## src/rtl/burst_addr_gen.sv

```systemverilog
// Burst address generator: holds start/length registers, issues one address per enabled beat,
// and pulses stop_signal on the final beat. Single-transfer addresses pass through when idle.
module burst_addr_gen #(
  parameter int unsigned ADDR_W    = 16,
  parameter int unsigned LEN_W     = 8,
  parameter int unsigned ADDR_STEP = 1
) (
  input  logic              clk,
  input  logic              rst,
  input  logic [ADDR_W-1:0] initial_addr_in,
  input  logic              initial_addr_reg_wen,
  input  logic [LEN_W-1:0]  burst_len_in,
  input  logic              initial_burst_len_reg_en,
  input  logic [ADDR_W-1:0] single_addr_in,
  input  logic              addr_sel,
  input  logic              counter_en,
  input  logic              adder_en,
  output logic [ADDR_W-1:0] addr_out,
  output logic              addr_valid,
  output logic              stop_signal,
  output logic              busy
);

  typedef enum logic [1:0] {StIdle, StRun, StDone} state_e;

  localparam logic [ADDR_W-1:0] Step   = ADDR_W'(ADDR_STEP);
  localparam logic [LEN_W-1:0]  LenOne = LEN_W'(1);

  state_e            state_q, state_d;
  logic [ADDR_W-1:0] start_q, start_d;
  logic [LEN_W-1:0]  len_q, len_d;
  logic [ADDR_W-1:0] cur_addr_q, cur_addr_d;
  logic [LEN_W-1:0]  beat_cnt_q, beat_cnt_d;
  logic [ADDR_W-1:0] addr_out_q, addr_out_d;
  logic              addr_valid_q, addr_valid_d;
  logic              stop_q, stop_d;
  logic [ADDR_W-1:0] eff_start;
  logic [LEN_W-1:0]  eff_len;

  always_comb begin
    // A load in the same cycle as a start is used by that start.
    eff_start    = initial_addr_reg_wen ? initial_addr_in : start_q;
    eff_len      = initial_burst_len_reg_en ? burst_len_in : len_q;
    state_d      = state_q;
    start_d      = start_q;
    len_d        = len_q;
    cur_addr_d   = cur_addr_q;
    beat_cnt_d   = beat_cnt_q;
    addr_out_d   = addr_out_q;
    addr_valid_d = 1'b0;
    stop_d       = 1'b0;

    unique case (state_q)
      StIdle: begin
        start_d = eff_start;
        len_d   = eff_len;
        if (!addr_sel) begin
          addr_out_d = single_addr_in;
        end else if (counter_en) begin
          cur_addr_d = eff_start;
          beat_cnt_d = '0;
          if (eff_len == '0) begin
            state_d = StDone;
            stop_d  = 1'b1;
          end else begin
            state_d = StRun;
          end
        end
      end
      StRun: begin
        if (!addr_sel) begin
          state_d = StIdle;
        end else if (adder_en) begin
          addr_out_d   = cur_addr_q;
          addr_valid_d = 1'b1;
          cur_addr_d   = cur_addr_q + Step;
          beat_cnt_d   = beat_cnt_q + LenOne;
          if (beat_cnt_q == len_q - LenOne) begin
            stop_d  = 1'b1;
            state_d = StDone;
          end
        end
      end
      StDone: begin
        // Held request parks here so it cannot retrigger a burst.
        if (!counter_en) state_d = StIdle;
      end
      default: state_d = StIdle;
    endcase
  end

  always_ff @(posedge clk) begin
    if (rst) begin
      state_q      <= StIdle;
      start_q      <= '0;
      len_q        <= '0;
      cur_addr_q   <= '0;
      beat_cnt_q   <= '0;
      addr_out_q   <= '0;
      addr_valid_q <= 1'b0;
      stop_q       <= 1'b0;
    end else begin
      state_q      <= state_d;
      start_q      <= start_d;
      len_q        <= len_d;
      cur_addr_q   <= cur_addr_d;
      beat_cnt_q   <= beat_cnt_d;
      addr_out_q   <= addr_out_d;
      addr_valid_q <= addr_valid_d;
      stop_q       <= stop_d;
    end
  end

  assign addr_out    = addr_out_q;
  assign addr_valid  = addr_valid_q;
  assign stop_signal = stop_q;
  assign busy        = (state_q != StIdle);

endmodule

```

## config.mk

```make
export PLATFORM = sky130hd
export DESIGN_NAME = burst_addr_gen
export DESIGN_NICKNAME = d
export VERILOG_FILES = /design/src/rtl/burst_addr_gen.sv
export SDC_FILE = /design/constraint.sdc
export NUM_CORES = 1
export LEC_CHECK = 0
export CORE_MARGIN = 3
export CORE_UTILIZATION = 54
export CTS_BUF_LIST = sky130_fd_sc_hd__clkbuf_2 sky130_fd_sc_hd__clkbuf_4 sky130_fd_sc_hd__clkbuf_8
export DETAILED_ROUTE_END_ITERATION = 6
export PLACE_DENSITY = 0.84
export SYNTH_ARGS = -nofsm -noshare
export SYNTH_HDL_FRONTEND = slang
export SYNTH_SLANG_ARGS = --single-unit
```

## constraint.sdc

```tcl
create_clock -name clk -period 1.9 [get_ports clk]
set_input_delay 0.57 -clock clk [delete_from_list [all_inputs] [get_ports clk]]
set_output_delay 0.57 -clock clk [all_outputs]
set_load 0.01 [all_outputs]
```

# Yosys cells after proc, flatten, opt, wreduce, memory -nomap -nowiden
# Cells that the tools add are included.
[totals]
regBits = 68
output_inout_bits = 19
[classes]
add_sub_neg = 3
eq_ne = 11
mux = 32
bitwise_logic = 2
n_reduce_logical = 8
[ops]
columns = ["cell", "n"]
rows = [
  ["2-to-1 mux 16 bit", 8],
  ["case mux 16 bit (2 select lines)", 2],
  ["2-to-1 mux 8 bit", 5],
  ["adder 16 x 1 -> 16 bit (second input constant)", 1],
  ["case mux 8 bit (2 select lines)", 1],
  ["2-to-1 mux 2 bit", 7],
  ["!= test 2 bit (second input constant)", 6],
  ["AND reduction 5 bit", 2],
  ["adder 8 x 1 -> 8 bit (second input constant)", 1],
  ["equality test 8 bit", 1],
  ["zero test 8 bit", 1],
  ["subtractor 8 x 1 -> 8 bit (second input constant)", 1],
  ["2-to-1 mux 1 bit", 7],
  ["!= test 3 bit (second input constant)", 2],
  ["case mux 2 bit (3 select lines)", 1],
  ["AND reduction 4 bit", 1],
  ["nonzero test 2 bit", 2],
  ["OR reduction 3 bit", 1],
  ["equality test 2 x 1 -> 1 bit (second input constant)", 1],
  ["equality test 2 bit (second input constant)", 1],
  ["zero test 2 bit", 1],
  ["NOT 1 bit", 2],
  ["case mux 1 bit (2 select lines)", 1],
]

# Longest topological paths before layout
[depth]
word_depth = 6
mapped_depth = 8
ltp_nobuf = 7

# Worst setup path after synthesis
# No wires, ideal clock.
[synth_path]
path_kind = "flip-flop to flip-flop"
from = "register len_q[0]"
to = "register state_q[1]"
setup_time_ps = 86
arrival_time_ps = 1620
required_ps = 1814
path_slack_ps = 194
path_stages_with_launch = 8
synth_period_minus_slack_ps = 1706
cell_sequence = "dfxtp_1 inv_1 ha_1 nand2b_1 o211a_1 o31ai_4 o2111ai_2 a211oi_1"
[synth_via]
elab_chain_len = 6
elab_cells_between_ends = 10
cone_classes = "add/sub: 1; eq/ne: 2; mux: 5; reduce/logical: 2"
[synth_lines]
columns = ["element", "line", "source"]
rows = [
  ["from (decl)", "31", "logic [LEN_W-1:0] len_q, len_d;"],
  ["from (signal assigned)", "105", "len_q <= len_d;"],
  ["parallel branches: the longest is 6 deep, another holds subtractor 8 x 1 -> 8 bit", "-", ""],
  ["to (signal assigned)", "94", "state_q <= StIdle;"],
  ["to (signal assigned)", "103", "state_q <= state_d;"],
  ["to (decl)", "29", "state_e state_q, state_d;"],
]
# Parallel ways; which one is timed is not known. The select of a mux whose other input is x is not followed.
# A chain may end at the register's enable or synchronous reset.

# Worst setup path in the final report
[layout_path]
from = "register addr_out_q[5] (netlist: addr_out[5])"
to = "output port addr_out[5]"
[layout_rtl]
columns = ["element", "line", "source"]
rows = [
  ["from (decl)", "34", "logic [ADDR_W-1:0] addr_out_q, addr_out_d;"],
  ["from (signal assigned)", "108", "addr_out_q <= addr_out_d;"],
  ["to (decl)", "18", "output logic [ADDR_W-1:0] addr_out,"],
]
# No word-level cell between the ends.

==> implementation parameters <==
Parameter                              Value

Outcome
  Outcome    complete, no violations

CTS
  Clock network latency to the later pin of the worst-skew pair    0.35 ns
  Largest buffer count on any clock path    2
  Clock tree from TritonCTS    yes
  Root cell of the clock tree    sky130_fd_sc_hd__clkbuf_8
  Clock input transition at the sequential cells of the worst setup and hold paths    0.08 ns
  Depth of the CTS H-tree    3
  Hold buffer count at CTS    0
  Count of clock tree sinks    68
  Number of buffers inserted during clock tree synthesis    9

Finish
  Layout filler cell count    410
  Layout-stage area growth over the synthesis result    36.6%
  Most common cell after layout, fill and taps aside    sky130_fd_sc_hd__nor2_1
  Proportion of layout cells with a drive suffix above 1    15.5%
  Final design utilization    78.4%
  Final layout net count    568
  Antenna diode count    0
  Commonest non-fill, non-tap cells in the layout    sky130_fd_sc_hd__nor2_1 (69), sky130_fd_sc_hd__dfxtp_1 (66), sky130_fd_sc_hd__clkdlybuf4s50_1 (63)

Floorplanning
  Total Die Area    0.00752 sq mm
  FP Rows    28
  Initial standard-cell utilization of the core    57.4%
  Width of the die    86.7 microns
  Die outline height    86.7 microns
  Core Box Area    0.00613 sq mm
  Io pins    66

Critical path
  Longest individual stage delay on the worst path    0.55 ns
  Type of element launching the critical path    flop
  Critical path buffers and inverters    1
  Worst-path cell with the longest stage delay    sky130_fd_sc_hd__clkdlybuf4s50_1
  Critical-path maximum fanout    2
  Critical path capture point type    output pin
  Family with the most delay on the worst path    buffers and inverters
  Required @ worst endpoint    1.33 ns
  CP Class    flop to output pin
  Endpoint arrival time on the critical path    1.25 ns
  Cell-by-cell listing of the critical path    clkdlybuf4s50_1

Routing
  Detailed Route WL    9.45 mm
  Avg Vias per Cell    5.83
  First-iteration detailed-routing DRC count    242
  Post-route antenna net violation count    0
  # DRC    0
  Detailed-routing iteration count for the pre-antenna-repair pass    6
  Routed length per instance    15.8 microns
  Overall via count from detail_route    3,484

Synthesis
  Syn Inst Count    427
  Mapped cell area    0.00352 sq mm
  Average instance area after synthesis    8.25 sq um
  Number of flip-flops and latches in the synthesized netlist    68
  Yosys warnings    0
  Synthesized net count    477
  Share of the yosys chip area belonging to registers    38.7%
  Distinct cell type count of the synthesized netlist    52

Pwr
  VDD IR-drop max    0.691 mV
  Power density over cell area    835 mW/mm^2
  PnR Total Power    4.01 mW
  Cell leakage power    1.90 nW

Global routing
  Global route total overflow    0
  Pin count of the biggest net entering global routing    32
  Wire length of the first global-routing pass    15.4 mm
  Antenna violations before repair    0
  Total routing resource utilization after global routing    25.9%
  Via count of the first global-routing pass    3,318

STA
  Final count of hold timing violations    0
  Layout Skew    0.0140 ns
  Max-slew violation total from the final report    0
  Final Worst Setup Slack    0.0783 ns
  Final worst path period need    1.82 ns
  Tightest Pin Transition    0.541 ns
  Upper clock frequency limit    549 MHz
  Fin crit share    95.9%
  Headroom to the max-slew limit    63.6%
  Setup repair after global routing missed its margin    no
  Endpoints failing setup    0

Job
  Max-cap check violation count    0

Hold path
  Hold/Removal Path Class    flop to flop

Place
  Input/output buffers    65
  Pre-CTS worst setup slack    -0.242 ns
  Total half-perimeter wirelength after legalization and detailed placement    6.81 mm
  Routability congestion estimate from global placement    0.996
-- final cells by class --
class                      instances  area (sq um)  share of cell area, %
clock inverter                     6           113                   2.34
timing repair buffer             111          1060                   22.1
multi-input combinational        325          2030                   42.2
sequential                        68          1360                   28.4
clock buffer                      10           131                   2.73
inverter                           3          11.3                  0.234
tap                               75          93.8                   1.95
-- Yosys cell counts (all sizes together) --
master | n | area [sq um]
xnor2 | 9 | 78.8
a211oi | 11 | 87.6
a21o | 1 | 7.51
nand4b | 1 | 8.76
nor2 | 70 | 263
o221ai | 1 | 8.76
a21oi | 22 | 114
o31ai | 1 | 21.3
nand2b | 3 | 18.8
a311oi | 15 | 131
o22ai | 5 | 37.5
inv | 3 | 11.3
o211a | 1 | 10.0
or3 | 1 | 6.26
mux2 | 2 | 22.5
o211ai | 2 | 15.0
nor3b | 3 | 22.5
nand3 | 13 | 65.1
nor3 | 10 | 66.3
mux2i | 32 | 320
nor4 | 6 | 52.6
a31oi | 4 | 25.0
ha | 3 | 37.5
buf | 17 | 90.1
dfxtp | 68 | 1360
clkbuf | 14 | 52.6
o21ai | 18 | 90.1
xor2 | 6 | 52.6
and4 | 1 | 8.76
or2 | 1 | 6.26
a22oi | 2 | 15.0
nor2b | 4 | 25.0
nand2 | 50 | 188
a2bb2oi | 2 | 17.5
o2bb2ai | 3 | 26.3
and2 | 4 | 27.5
and3 | 5 | 31.3
nand3b | 1 | 7.51
nor4b | 2 | 17.5
nand4 | 8 | 50.1
a21boi | 1 | 7.51
o2111ai | 1 | 15.0
-- through the flow --
stage               setup TNS [ns]  area, sq um  hold WS (ns)  std cells
floorplan                        0         3520         0.452        427
global placement             -5.53         4540         0.464        582
detailed placement           -8.00         4540         0.484        582
CTS                              0         4790         0.503        598
global route                     0         4810         0.519        598
finish                           0         4810         0.500        598
-- report_power, final --
| part | switching (mW) | internal (mW) | leakage (nW) | total, mW |
|---|---|---|---|---|
| clock network | 0.571 | 0.889 | 0.124 | 1.46 |
| logic | 0.440 | 0.483 | 1.22 | 0.923 |
| registers | 0.0904 | 1.54 | 0.559 | 1.63 |
| total | 1.10 | 2.91 | 1.90 | 4.01 |
-- sequential cells by signal (all words and copies together), names as in the netlist --
signal       cells
addr_out        16
addr_valid       1
beat_cnt_q       8
cur_addr_q      16
len_q            8
start_q         16
state_q          2
stop_signal      1
-- path summary, 6_finish.rpt --
kind	slack (ns)	depth (start not counted)	to	start
setup / recovery	0.08	1	addr_out[5]	addr_out[5]
setup reg to reg	0.12	7	stop_signal	len_q[0]
hold reg to reg	0.50	2	start_q[6]	start_q[6]
hold / removal	0.50	2	start_q[6]	start_q[6]
-- cell families (layout without fill, tap and decap cells) --
logic type / count (synthesis) / in the layout / synth area share, %
xor+xnor: 15 / 15 / 3.73
mux: 34 / 34 / 9.74
compound gates: 90 / 90 / 17.9
flops: 68 / 68 / 38.7
fa+ha+maj: 3 / 3 / 1.07
simple gates: 183 / 183 / 24.6
buf+inv: 34 / 130 / 4.37
-- metal layers --
layer	track usage, %	part of all wire, %	wire (microns)
met1	35.6	45	4270
met2	40.1	45	4290
met3	4.37	7.4	700
met4	11.2	2.0	186
met5	0	0	0
-- timing repair --
action	4_1_cts	5_1_grt
cloned	0	0
setup buffers	0	0
gates resized for setup	5	3
pin swaps	0	0
endpoints found under the setup margin	1	3
Note: power is estimated with default switching activity, not from simulation.
